## src/rtl/hpi_pkg.sv

```systemverilog
// Shared types and constants for the HPI host-port bridge: FSM states,
// default timing, and the four HPI register-select encodings.
package hpi_pkg;

  localparam int HPI_DATA_W      = 16;
  localparam int HPI_ADDR_W      = 2;

  localparam int DEF_SETUP_CYC   = 2;
  localparam int DEF_STROBE_CYC  = 4;
  localparam int DEF_HOLD_CYC    = 2;
  localparam int DEF_CNT_W       = 4;

  typedef enum logic [2:0] {
    IDLE,
    SETUP,
    STROBE,
    HOLD,
    RELEASE
  } hpi_state_e;

  typedef enum logic [HPI_ADDR_W-1:0] {
    HPI_DATA    = 2'd0,
    HPI_MAILBOX = 2'd1,
    HPI_ADDRESS = 2'd2,
    HPI_STATUS  = 2'd3
  } hpi_addr_e;

  // A bus cycle is requested only with cs low and exactly one of r/w low.
  function automatic logic hpi_req_valid(input logic cs_n, input logic r_n, input logic w_n);
    return !cs_n && (r_n != w_n);
  endfunction

  function automatic logic hpi_req_conflict(input logic cs_n, input logic r_n, input logic w_n);
    return !cs_n && !r_n && !w_n;
  endfunction

endpackage

```

## src/rtl/hpi_io_bridge_if.sv

```systemverilog
// SoC-side PIO exports and chip-side HPI pins of the bridge, bundled as one
// interface; the bridge is the slave, the SoC/pin environment is the master.
interface hpi_io_bridge_if;
  import hpi_pkg::*;

  logic [HPI_ADDR_W-1:0] otg_hpi_address_export;
  logic [HPI_DATA_W-1:0] otg_hpi_data_out_port;
  logic                  otg_hpi_r_export;
  logic                  otg_hpi_w_export;
  logic                  otg_hpi_cs_export;
  logic                  otg_hpi_reset_export;
  logic [HPI_DATA_W-1:0] otg_hpi_data_in_port;

  logic [HPI_ADDR_W-1:0] otg_addr;
  logic [HPI_DATA_W-1:0] otg_data_o;
  logic                  otg_data_oe;
  logic [HPI_DATA_W-1:0] otg_data_i;
  logic                  otg_rd_n;
  logic                  otg_wr_n;
  logic                  otg_cs_n;
  logic                  otg_rst_n;
  logic                  hpi_err;

  modport master (
    output otg_hpi_address_export, otg_hpi_data_out_port,
    output otg_hpi_r_export, otg_hpi_w_export, otg_hpi_cs_export, otg_hpi_reset_export,
    output otg_data_i,
    input  otg_hpi_data_in_port, otg_addr, otg_data_o, otg_data_oe,
    input  otg_rd_n, otg_wr_n, otg_cs_n, otg_rst_n, hpi_err
  );

  modport slave (
    input  otg_hpi_address_export, otg_hpi_data_out_port,
    input  otg_hpi_r_export, otg_hpi_w_export, otg_hpi_cs_export, otg_hpi_reset_export,
    input  otg_data_i,
    output otg_hpi_data_in_port, otg_addr, otg_data_o, otg_data_oe,
    output otg_rd_n, otg_wr_n, otg_cs_n, otg_rst_n, hpi_err
  );

endinterface

```

## src/rtl/hpi_io_bridge.sv

```systemverilog
// Re-times software bit-banged HPI requests into a clean setup/strobe/hold
// bus cycle with guaranteed minimum widths; the tristate lives at the top level.
module hpi_io_bridge
  import hpi_pkg::*;
#(
  parameter int SETUP_CYC  = DEF_SETUP_CYC,
  parameter int STROBE_CYC = DEF_STROBE_CYC,
  parameter int HOLD_CYC   = DEF_HOLD_CYC,
  parameter int CNT_W      = DEF_CNT_W
) (
  input  logic           clk_clk,
  input  logic           reset_reset_n,
  hpi_io_bridge_if.slave hpi
);

  localparam logic [CNT_W-1:0] SETUP_LD  = CNT_W'(SETUP_CYC);
  localparam logic [CNT_W-1:0] STROBE_LD = CNT_W'(STROBE_CYC);
  localparam logic [CNT_W-1:0] HOLD_LD   = CNT_W'(HOLD_CYC);
  localparam logic [CNT_W-1:0] CNT_ONE   = CNT_W'(1);

  logic [HPI_ADDR_W-1:0] addr_in_d, addr_in_q;
  logic [HPI_DATA_W-1:0] wdata_in_d, wdata_in_q;
  logic                  r_in_d, r_in_q;
  logic                  w_in_d, w_in_q;
  logic                  cs_in_d, cs_in_q;
  logic                  rst_in_d, rst_in_q;

  hpi_state_e            state_d, state_q;
  logic [CNT_W-1:0]      cnt_d, cnt_q;
  logic                  is_rd_d, is_rd_q;
  logic [HPI_ADDR_W-1:0] addr_d, addr_q;
  logic [HPI_DATA_W-1:0] data_o_d, data_o_q;
  logic [HPI_DATA_W-1:0] data_in_d, data_in_q;
  logic                  oe_d, oe_q;
  logic                  rd_n_d, rd_n_q;
  logic                  wr_n_d, wr_n_q;
  logic                  cs_n_d, cs_n_q;
  logic                  err_d, err_q;

  logic                  req_ok;
  logic                  req_conflict;
  logic                  cnt_done;

  // Input stage: every SoC export is registered once before the FSM looks at it.
  always_comb begin
    addr_in_d  = hpi.otg_hpi_address_export;
    wdata_in_d = hpi.otg_hpi_data_out_port;
    r_in_d     = hpi.otg_hpi_r_export;
    w_in_d     = hpi.otg_hpi_w_export;
    cs_in_d    = hpi.otg_hpi_cs_export;
    rst_in_d   = hpi.otg_hpi_reset_export;
  end

  always_ff @(posedge clk_clk) begin
    addr_in_q  <= addr_in_d;
    wdata_in_q <= wdata_in_d;
  end

  always_ff @(posedge clk_clk) begin
    if (!reset_reset_n) begin
      r_in_q   <= 1'b1;
      w_in_q   <= 1'b1;
      cs_in_q  <= 1'b1;
      rst_in_q <= 1'b1;
    end else begin
      r_in_q   <= r_in_d;
      w_in_q   <= w_in_d;
      cs_in_q  <= cs_in_d;
      rst_in_q <= rst_in_d;
    end
  end

  assign req_ok       = hpi_req_valid(cs_in_q, r_in_q, w_in_q);
  assign req_conflict = hpi_req_conflict(cs_in_q, r_in_q, w_in_q);
  assign cnt_done     = (cnt_q <= CNT_ONE);

  // Bus-cycle sequencer: next values for every registered pin.
  always_comb begin
    state_d   = state_q;
    cnt_d     = cnt_q;
    is_rd_d   = is_rd_q;
    addr_d    = addr_q;
    data_o_d  = data_o_q;
    data_in_d = data_in_q;
    oe_d      = oe_q;
    rd_n_d    = rd_n_q;
    wr_n_d    = wr_n_q;
    cs_n_d    = cs_n_q;
    err_d     = err_q;

    unique case (state_q)
      IDLE: begin
        if (req_ok) begin
          is_rd_d = !r_in_q;
          addr_d  = addr_in_q;
          cs_n_d  = 1'b0;
          oe_d    = r_in_q;
          if (r_in_q) begin
            data_o_d = wdata_in_q;
          end
          cnt_d   = SETUP_LD;
          state_d = SETUP;
        end else if (req_conflict) begin
          err_d = 1'b1;
        end
      end

      SETUP: begin
        if (cnt_done) begin
          rd_n_d  = !is_rd_q;
          wr_n_d  = is_rd_q;
          cnt_d   = STROBE_LD;
          state_d = STROBE;
        end else begin
          cnt_d = cnt_q - CNT_ONE;
        end
      end

      STROBE: begin
        if (cnt_done) begin
          rd_n_d = 1'b1;
          wr_n_d = 1'b1;
          // Sample the chip's drive on the same edge the read strobe rises.
          if (is_rd_q) begin
            data_in_d = hpi.otg_data_i;
          end
          cnt_d   = HOLD_LD;
          state_d = HOLD;
        end else begin
          cnt_d = cnt_q - CNT_ONE;
        end
      end

      HOLD: begin
        if (cnt_done) begin
          cs_n_d  = 1'b1;
          oe_d    = 1'b0;
          state_d = RELEASE;
        end else begin
          cnt_d = cnt_q - CNT_ONE;
        end
      end

      RELEASE: begin
        // Wait for software to drop the request so one request makes one strobe.
        if (cs_in_q || (r_in_q && w_in_q)) begin
          state_d = IDLE;
        end
      end

      default: begin
        state_d = IDLE;
      end
    endcase
  end

  always_ff @(posedge clk_clk) begin
    if (!reset_reset_n) begin
      state_q   <= IDLE;
      cnt_q     <= '0;
      is_rd_q   <= 1'b0;
      addr_q    <= '0;
      data_o_q  <= '0;
      data_in_q <= '0;
      oe_q      <= 1'b0;
      rd_n_q    <= 1'b1;
      wr_n_q    <= 1'b1;
      cs_n_q    <= 1'b1;
      err_q     <= 1'b0;
    end else begin
      state_q   <= state_d;
      cnt_q     <= cnt_d;
      is_rd_q   <= is_rd_d;
      addr_q    <= addr_d;
      data_o_q  <= data_o_d;
      data_in_q <= data_in_d;
      oe_q      <= oe_d;
      rd_n_q    <= rd_n_d;
      wr_n_q    <= wr_n_d;
      cs_n_q    <= cs_n_d;
      err_q     <= err_d;
    end
  end

  assign hpi.otg_hpi_data_in_port = data_in_q;
  assign hpi.otg_addr             = addr_q;
  assign hpi.otg_data_o           = data_o_q;
  assign hpi.otg_data_oe          = oe_q;
  assign hpi.otg_rd_n             = rd_n_q;
  assign hpi.otg_wr_n             = wr_n_q;
  assign hpi.otg_cs_n             = cs_n_q;
  assign hpi.otg_rst_n            = rst_in_q;
  assign hpi.hpi_err              = err_q;

endmodule

```

## src/flat_wrapper.sv

```systemverilog
// flat-port wrapper written by rule: the top's interface ports become plain ports
module hpi_io_bridge_flat import hpi_pkg::*;
#(
  parameter int SETUP_CYC  = DEF_SETUP_CYC,
  parameter int STROBE_CYC = DEF_STROBE_CYC,
  parameter int HOLD_CYC   = DEF_HOLD_CYC,
  parameter int CNT_W      = DEF_CNT_W
)
  (clk_clk, reset_reset_n, hpi_otg_hpi_address_export, hpi_otg_hpi_data_out_port, hpi_otg_hpi_r_export, hpi_otg_hpi_w_export, hpi_otg_hpi_cs_export, hpi_otg_hpi_reset_export, hpi_otg_data_i, hpi_otg_hpi_data_in_port, hpi_otg_addr, hpi_otg_data_o, hpi_otg_data_oe, hpi_otg_rd_n, hpi_otg_wr_n, hpi_otg_cs_n, hpi_otg_rst_n, hpi_hpi_err);
  hpi_io_bridge_if hpi_i ();
  input  logic clk_clk;
  input  logic reset_reset_n;
  input wire logic [$bits(hpi_i.otg_hpi_address_export)-1:0] hpi_otg_hpi_address_export;
  input wire logic [$bits(hpi_i.otg_hpi_data_out_port)-1:0] hpi_otg_hpi_data_out_port;
  input wire logic [$bits(hpi_i.otg_hpi_r_export)-1:0] hpi_otg_hpi_r_export;
  input wire logic [$bits(hpi_i.otg_hpi_w_export)-1:0] hpi_otg_hpi_w_export;
  input wire logic [$bits(hpi_i.otg_hpi_cs_export)-1:0] hpi_otg_hpi_cs_export;
  input wire logic [$bits(hpi_i.otg_hpi_reset_export)-1:0] hpi_otg_hpi_reset_export;
  input wire logic [$bits(hpi_i.otg_data_i)-1:0] hpi_otg_data_i;
  output wire logic [$bits(hpi_i.otg_hpi_data_in_port)-1:0] hpi_otg_hpi_data_in_port;
  output wire logic [$bits(hpi_i.otg_addr)-1:0] hpi_otg_addr;
  output wire logic [$bits(hpi_i.otg_data_o)-1:0] hpi_otg_data_o;
  output wire logic [$bits(hpi_i.otg_data_oe)-1:0] hpi_otg_data_oe;
  output wire logic [$bits(hpi_i.otg_rd_n)-1:0] hpi_otg_rd_n;
  output wire logic [$bits(hpi_i.otg_wr_n)-1:0] hpi_otg_wr_n;
  output wire logic [$bits(hpi_i.otg_cs_n)-1:0] hpi_otg_cs_n;
  output wire logic [$bits(hpi_i.otg_rst_n)-1:0] hpi_otg_rst_n;
  output wire logic [$bits(hpi_i.hpi_err)-1:0] hpi_hpi_err;
  assign hpi_i.otg_hpi_address_export = hpi_otg_hpi_address_export;
  assign hpi_i.otg_hpi_data_out_port = hpi_otg_hpi_data_out_port;
  assign hpi_i.otg_hpi_r_export = hpi_otg_hpi_r_export;
  assign hpi_i.otg_hpi_w_export = hpi_otg_hpi_w_export;
  assign hpi_i.otg_hpi_cs_export = hpi_otg_hpi_cs_export;
  assign hpi_i.otg_hpi_reset_export = hpi_otg_hpi_reset_export;
  assign hpi_i.otg_data_i = hpi_otg_data_i;
  assign hpi_otg_hpi_data_in_port = hpi_i.otg_hpi_data_in_port;
  assign hpi_otg_addr = hpi_i.otg_addr;
  assign hpi_otg_data_o = hpi_i.otg_data_o;
  assign hpi_otg_data_oe = hpi_i.otg_data_oe;
  assign hpi_otg_rd_n = hpi_i.otg_rd_n;
  assign hpi_otg_wr_n = hpi_i.otg_wr_n;
  assign hpi_otg_cs_n = hpi_i.otg_cs_n;
  assign hpi_otg_rst_n = hpi_i.otg_rst_n;
  assign hpi_hpi_err = hpi_i.hpi_err;
  hpi_io_bridge #(.SETUP_CYC(SETUP_CYC), .STROBE_CYC(STROBE_CYC), .HOLD_CYC(HOLD_CYC), .CNT_W(CNT_W)) u_core (.clk_clk(clk_clk), .reset_reset_n(reset_reset_n), .hpi(hpi_i));
endmodule
```

## config.mk

```make
export PLATFORM = sky130hd
export DESIGN_NAME = hpi_io_bridge_flat
export DESIGN_NICKNAME = d
export VERILOG_FILES = /design/src/rtl/hpi_pkg.sv /design/src/rtl/hpi_io_bridge_if.sv /design/src/rtl/hpi_io_bridge.sv /design/src/flat_wrapper.sv
export SDC_FILE = /design/constraint.sdc
export NUM_CORES = 1
export LEC_CHECK = 0
export BUFFER_PORTS_ARGS = -buffer_cell sky130_fd_sc_hd__buf_2
export CAP_MARGIN = 20
export CORE_ASPECT_RATIO = 2
export CORE_MARGIN = 2
export CORE_UTILIZATION = 50
export DETAILED_ROUTE_END_ITERATION = 8
export PLACE_DENSITY = 0.79
export SKIP_LAST_GASP = 1
export SLEW_MARGIN = 30
export SYNTH_ARGS = -nofsm -noshare
export SYNTH_HDL_FRONTEND = slang
export SYNTH_SLANG_ARGS = --single-unit
```

## constraint.sdc

```tcl
create_clock -name clk_clk -period 3.81 [get_ports clk_clk]
set_input_delay 0.5715 -clock clk_clk [delete_from_list [all_inputs] [get_ports clk_clk]]
set_output_delay 0.5715 -clock clk_clk [all_outputs]
set_load 0.02 [all_outputs]
```

==> results_dict.tcl, run 1 <==
set metrics [dict create \
    reg2regPathDepth 6 \
    num_vias 1978 \
    cp_slowest_stage_delay_ns 0.56 \
    clk_path_buf_depth 2 \
    hold_end "u_core.wdata_in_q[12]" \
    die_w_um 53.6 \
    dpl_cell_area_um2 2870 \
    overflow 0 \
    crit_required_ns 4.07 \
    cts_resized 0 \
    slew_violations 0 \
    grt_pass1_wl_um 7890 \
    maxCapViolCount 0 \
    grt_max_degree 69 \
    p_sw_mw 0.515 \
    dp_hpwl_um 3460 \
    end_kind "flip-flop" \
    htreeDepth 3 \
    synth_area_per_cell_um2 10.1 \
    layout-drive-gt1-share_pct 31.8 \
    clock_latency_ns 0.33 \
    start_util_pct 51.0 \
    reg2reg_from "u_core.cnt_q[0]" \
    cts.clk_slew.worst_paths_ns 0.07 \
    min_path_type "primary input to flip-flop" \
    holdPathStages 1 \
    cp_cell_sequence "inv_1 > ha_1 > nor2_1 > nor2_1 > or4_1 > a31oi_1" \
    synthFlopType "dfxtp_1" \
    remaining_drc_errors 0 \
    antenna_found_initial 0 \
    area_delta_synth_final_pct 25.5 \
    first_pass_iters 4 \
    io_pins 80 \
    portBuffers 79 \
    clockPowerShare_pct 34.2 \
    syn_nets 285 \
    drtIter0Drc 26 \
    synthArstFlopShare_pct 0 \
    finalHoldViolCount 0 \
    dieArea_um2 5520 \
    ant_nets 0 \
    fin_setup_tns_ns 0 \
    synthCells 242 \
    wl_um 4900 \
    synth_enable_flop_cells 0 \
    path_buf_inv 1 \
    cts_setup_buffers 0 \
    ir_drop_mv 0.451 \
    min-delay-start "hpi_otg_hpi_data_out_port[12]" \
    fin_crit_ns 2.16 \
    worstSetupPathType "flip-flop to flip-flop" \
    root_buffer "clkbuf_8" \
    reg2reg_to "u_core.cnt_q[3]" \
    gp_congestion 0.861 \
    tightest_slew_ns 0.695 \
    setup_viol 0 \
    run_status "finished clean" \
    synth_seq_area_share_pct 56.2 \
    swShare_pct 29.0 \
    grt_pass1_vias 1887 \
    floorplan.rows 36 \
    yosys_register_bits 69 \
    path_delay_family "simple AND/OR/NAND/NOR gates" \
    cts_tree "yes" \
    fin_skew_ns 0.00861 \
    layout.nets 362 \
    cts_sinks 69 \
    fmax_mhz 462 \
    coreArea_um2 4820 \
    critPathMaxFanout 8 \
    slowest_stage "or4_1" \
    numCtsBuffers 9 \
    grtUsageTotal_pct 19.7 \
    antenna_cells 0 \
    p_int_mw 1.26 \
    pre_cts_ws_ns 1.42 \
    slew_headroom_pct 53.6 \
    crit_top_cell "nor2_1" \
    syn_area_um2 2460 \
    critPathArrivalTime_ns 2.43 \
    powerDensity_nw_per_um2 576 \
    die_y_um 103 \
    fin_area_um2 3080 \
    yosys_warnings 0 \
    cp-start-kind "flip-flop" \
    p_seq_share_pct 45.7 \
    setup_ws_ns 1.65 \
    min_period_over_period_pct 56.8 \
    hold_buffers 0 \
    synth_cell_type_count 41 \
    p_leak_nw 1.30 \
    drt-wirelength-per-cell_um 12.9 \
    via_per_inst 5.19 \
    combinationalPowerShare_pct 20.1 \
    rrSetupSlack_ns 1.65 \
    rsz0062_at_grt "false" \
]
## area by class of cell
class                           instances  area, um2
Clock buffer                           12        155
Timing Repair Buffer                   81        410
Multi-Input combinational cell        155        997
Inverter                                3       11.3
Fill cell                             423       1740
Clock inverter                          4       55.1
Tap cell                               57       71.3
Sequential cell                        69       1380
## layer usage
metal	track usage, %	vias up	wire, um
li1	-	991	-
met1	19.3	915	1780
met2	35.1	63	2720
met3	5.51	9	293
met4	11.4	0	104
met5	0	-	0
## worst register-to-register path: stages, from the launching register on
cell	delay, ns
dfxtp_1	0.40
inv_1	0.06
ha_1	0.24
nor2_1	0.52
nor2_1	0.15
or4_1	0.56
a31oi_1	0.17
## cells by family after synthesis
logic type,synth area share [%]
simple gates,21.3
flops,56.2
compound gates,10.3
buf+inv,3.36
mux,6.93
fa+ha+maj,1.53
xor+xnor,0.357
## stage by stage
stage                     std cells  hold WS (ns)  power (mW)  utilization (%)
final                           381         0.334        1.77             63.9
after global routing            381         0.316        1.87             63.9
after CTS                       381         0.326        1.78             63.8
after detailed placement        365         0.432        1.18             59.5
after global placement          365         0.419        1.17             59.5
after floorplan                 242         0.414        1.10                -
## how the worst max path moves through the flow
stage / from / to / slack [ns] / cells past startpoint
3_5_place_dp: u_core.state_q[2] / u_core.is_rd_q / 1.42 / 3
6_report: u_core.cnt_q[0] / u_core.cnt_q[3] / 1.65 / 6
3_3_place_gp: u_core.state_q[0] / u_core.is_rd_q / 1.50 / 3
2_1_floorplan: u_core.cnt_q[0] / u_core.cnt_q[3] / 2.01 / 6
4_1_cts: u_core.state_q[2] / u_core.is_rd_q / 1.41 / 3
5_1_grt: u_core.cnt_q[0] / u_core.cnt_q[3] / 1.50 / 6
## power by group through the flow
stage	Combinational (mW)	Clock, mW	Sequential, mW
after detailed placement	0.352	0	0.826
after CTS	0.354	0.619	0.811
after global routing	0.395	0.654	0.818
after global placement	0.341	0	0.826
after floorplan	0.274	0	0.826
final	0.357	0.606	0.812
## state kept, by name, indices dropped and copies added, names as in the netlist, 2 cells and up
| name | count |
|---|---|
| u_core.hpi.otg_data_o | 16 |
| u_core.hpi.otg_hpi_data_in_port | 16 |
| u_core.wdata_in_q | 16 |
| u_core.cnt_q | 4 |
| u_core.state_q | 3 |
| u_core.addr_in_q | 2 |
| u_core.hpi.otg_addr | 2 |
## synthesized netlist by cell type (2+ instances only)
cell | count | share of area, %
nand3_1 | 19 | 3.9
nand2_1 | 23 | 3.5
a32oi_1 | 2 | 0.71
a31oi_1 | 2 | 0.51
a211oi_1 | 3 | 0.92
mux2i_1 | 17 | 6.9
nand2b_1 | 5 | 1.3
nand3b_1 | 2 | 0.61
ha_1 | 3 | 1.5
nor2b_1 | 20 | 5.1
buf_6 | 2 | 0.92
buf_1 | 2 | 0.31
or3_2 | 2 | 0.61
nor2_1 | 7 | 1.1
clkbuf_1 | 11 | 1.7
or4_1 | 2 | 0.61
nor3_1 | 4 | 0.82
a21boi_0 | 4 | 1.2
or2_2 | 2 | 0.51
dfxtp_1 | 69 | 56
a21oi_1 | 2 | 0.41
o21ai_0 | 18 | 3.7
inv_1 | 3 | 0.46
## placed cells by master, fill, tap and decap left out, types with 3 or more instances in the layout
cell type / n
a21boi_0: 4
o21ai_0: 18
nor2_1: 7
nand3_1: 18
mux2i_1: 17
ha_1: 3
dfxtp_1: 69
inv_1: 3
nor2b_1: 20
nand2b_1: 5
nand2_1: 23
buf_2: 79
nor3_1: 4
a211oi_1: 3
clkbuf_8: 11
Note: power is estimated with default switching activity, not from simulation.
==> run 2: changes to the inputs <==
--- a/config.mk
+++ b/config.mk
@@ -5,13 +5,14 @@
 export SDC_FILE = /design/constraint.sdc
 export NUM_CORES = 1
 export LEC_CHECK = 0
+export ABC_AREA = 1
 export BUFFER_PORTS_ARGS = -buffer_cell sky130_fd_sc_hd__buf_2
 export CAP_MARGIN = 20
 export CORE_ASPECT_RATIO = 2
 export CORE_MARGIN = 2
-export CORE_UTILIZATION = 50
+export CORE_UTILIZATION = 45
 export DETAILED_ROUTE_END_ITERATION = 8
-export PLACE_DENSITY = 0.79
+export PLACE_DENSITY = 0.75
 export SKIP_LAST_GASP = 1
 export SLEW_MARGIN = 30
 export SYNTH_ARGS = -nofsm -noshare
==> constraint.sdc (replaced) <==
create_clock -name clk_clk -period 1.8 [get_ports clk_clk]
set_input_delay 0.27 -clock clk_clk [delete_from_list [all_inputs] [get_ports clk_clk]]
set_output_delay 0.27 -clock clk_clk [all_outputs]
set_load 0.02 [all_outputs]
==> results_dict.tcl, run 2 <==
set metrics [dict create \
    grt_pass1_vias 2178 \
    htreeDepth 3 \
    critPathMaxFanout 5 \
    clock_latency_ns 0.34 \
    via_per_inst 4.96 \
    die_w_um 56.7 \
    cts_resized 0 \
    worstSetupPathType "flip-flop to flip-flop" \
    synthArstFlopShare_pct 0 \
    cts_tree "yes" \
    portBuffers 79 \
    yosysTopAreaCellShare_pct 55.4 \
    synth_top_area_cell "dfxtp_1" \
    run_status "finished clean" \
    synth_area_per_cell_um2 8.82 \
    io_pins 80 \
    grtUsageTotal_pct 19.1 \
    min_period_over_period_pct 91.7 \
    powerDensity_nw_per_um2 1270 \
    cts.clk_slew.worst_paths_ns 0.07 \
    root_buffer "clkbuf_8" \
    layout_common_cells "79 x buf_2, 69 x dfxtp_1, 64 x nand2_1" \
    layout.nets 413 \
    netlist_top_cells_area "dfxtp_1 55%, nand2_1 9.6%, a21oi_1 6.6%" \
    setup_viol 0 \
    remaining_drc_errors 0 \
    ys_top_cells_by_count "69 x dfxtp_1, 64 x nand2_1, 33 x a21oi_1, 24 x nand3_1, 17 x nor2_1" \
    synthCells 283 \
    syn_nets 326 \
    num_vias 2154 \
    maxCapViolCount 0 \
    p_leak_nw 1.41 \
    ant_nets 0 \
    floorplan.rows 38 \
    fmax_mhz 606 \
    synth_seq_area_share_pct 55.4 \
    yosys_warnings 0 \
    drtIter0Drc 40 \
    antenna_cells 0 \
    syn_area_um2 2490 \
    cp-start-kind "flip-flop" \
    numCtsBuffers 9 \
    synth_enable_flop_cells 0 \
    cts_sinks 69 \
    overflow 0 \
    tightest_slew_ns 0.396 \
    total_power_mw 3.98 \
    area_delta_synth_final_pct 25.4 \
    yosys_register_bits 69 \
    synthFlopType "dfxtp_1" \
    dp_hpwl_um 4090 \
    critPathArrivalTime_ns 1.88 \
    fin_crit_ns 1.65 \
    grt_pass1_wl_um 9060 \
    cts_setup_buffers 0 \
    fin_setup_tns_ns 0 \
    synth.most_common_cell "dfxtp_1" \
    first_pass_iters 4 \
    gp_congestion 0.777 \
    dieArea_um2 6190 \
    coreArea_um2 5370 \
    final_common_cell "buf_2" \
    finalHoldViolCount 0 \
    min_path_type "primary input to flip-flop" \
    die_y_um 109 \
    wl_um 5530 \
    rsz0062_at_grt "true" \
    drt-wirelength-per-cell_um 12.7 \
    start_util_pct 46.4 \
    fin_skew_ns 0.00724 \
    clk_path_buf_depth 2 \
    crit_required_ns 2.03 \
    layout-drive-gt1-share_pct 35.6 \
    slew_violations 0 \
    synth_cell_type_count 29 \
    ir_drop_mv 0.851 \
    antenna_found_initial 0 \
    grt_max_degree 19 \
    slew_headroom_pct 73.5 \
    end_kind "flip-flop" \
    hold_buffers 0 \
]
## run 2: power by group
group,switching [mW],internal (mW)
sequential,0.105,1.66
clock,0.514,0.604
combinational,0.719,0.372
total,1.34,2.64
## run 2: routing by layer
| layer | global-route usage, % | vias up | routed length, um |
|---|---|---|---|
| li1 | - | 1092 | - |
| met1 | 18.2 | 999 | 2000 |
| met2 | 35.6 | 53 | 3170 |
| met3 | 5.18 | 10 | 229 |
| met4 | 11.2 | 0 | 133 |
| met5 | 0 | - | 0 |
## run 2: worst paths after layout
path,startpoint,slack (ns),end,depth (start not counted)
max,u_core.cnt_q[0],0.15,u_core.cnt_q[1],9
min,hpi_otg_hpi_data_out_port[11],0.03,u_core.wdata_in_q[11],1
max reg2reg,u_core.cnt_q[0],0.15,u_core.cnt_q[1],9
min reg2reg,u_core.wdata_in_q[0],0.44,u_core.hpi.otg_data_o[0],2
## run 2: logic make-up (layout without fill, tap and decap cells)
group,Yosys count,count (layout),share of synthesized area [%]
compound gates,52,52,12.2
simple gates,131,131,25.1
fa+ha+maj,3,3,1.50
buf+inv,28,119,5.82
flops,69,69,55.4
## run 2: area by class of cell
cell class              count  area (um2)
clock buffers              14         173
clock inverters             1        5.00
fillers                   512        2240
inverters                  18        75.1
multi-input cells         186         972
flip-flops and latches     69        1380
well taps                  60        75.1
repair buffers             86         448
## run 2: critical path, stage by stage (launching register included)
cell     delay [ns]
dfxtp_1        0.31
inv_1          0.12
ha_1           0.25
nor2_1         0.07
nor2_1         0.27
nand2_1        0.14
nand2_2        0.13
inv_2          0.05
o21ai_0        0.14
nor2_1         0.06
## run 2: through the flow
stage / instance area, um2 / hold slack [ns] / setup WS, ns / cells / utilization, %
after global placement: 2950 / 0.372 / 0.222 / 419 / 54.9
final: 3130 / 0.0321 / 0.149 / 434 / 58.2
after floorplan: 2490 / 0.298 / 0.305 / 283 / -
after global routing: 3130 / 0.00894 / -0.0123 / 434 / 58.2
after detailed placement: 2950 / 0.374 / 0.172 / 419 / 54.9
after CTS: 3130 / 0.0133 / 0.124 / 434 / 58.2
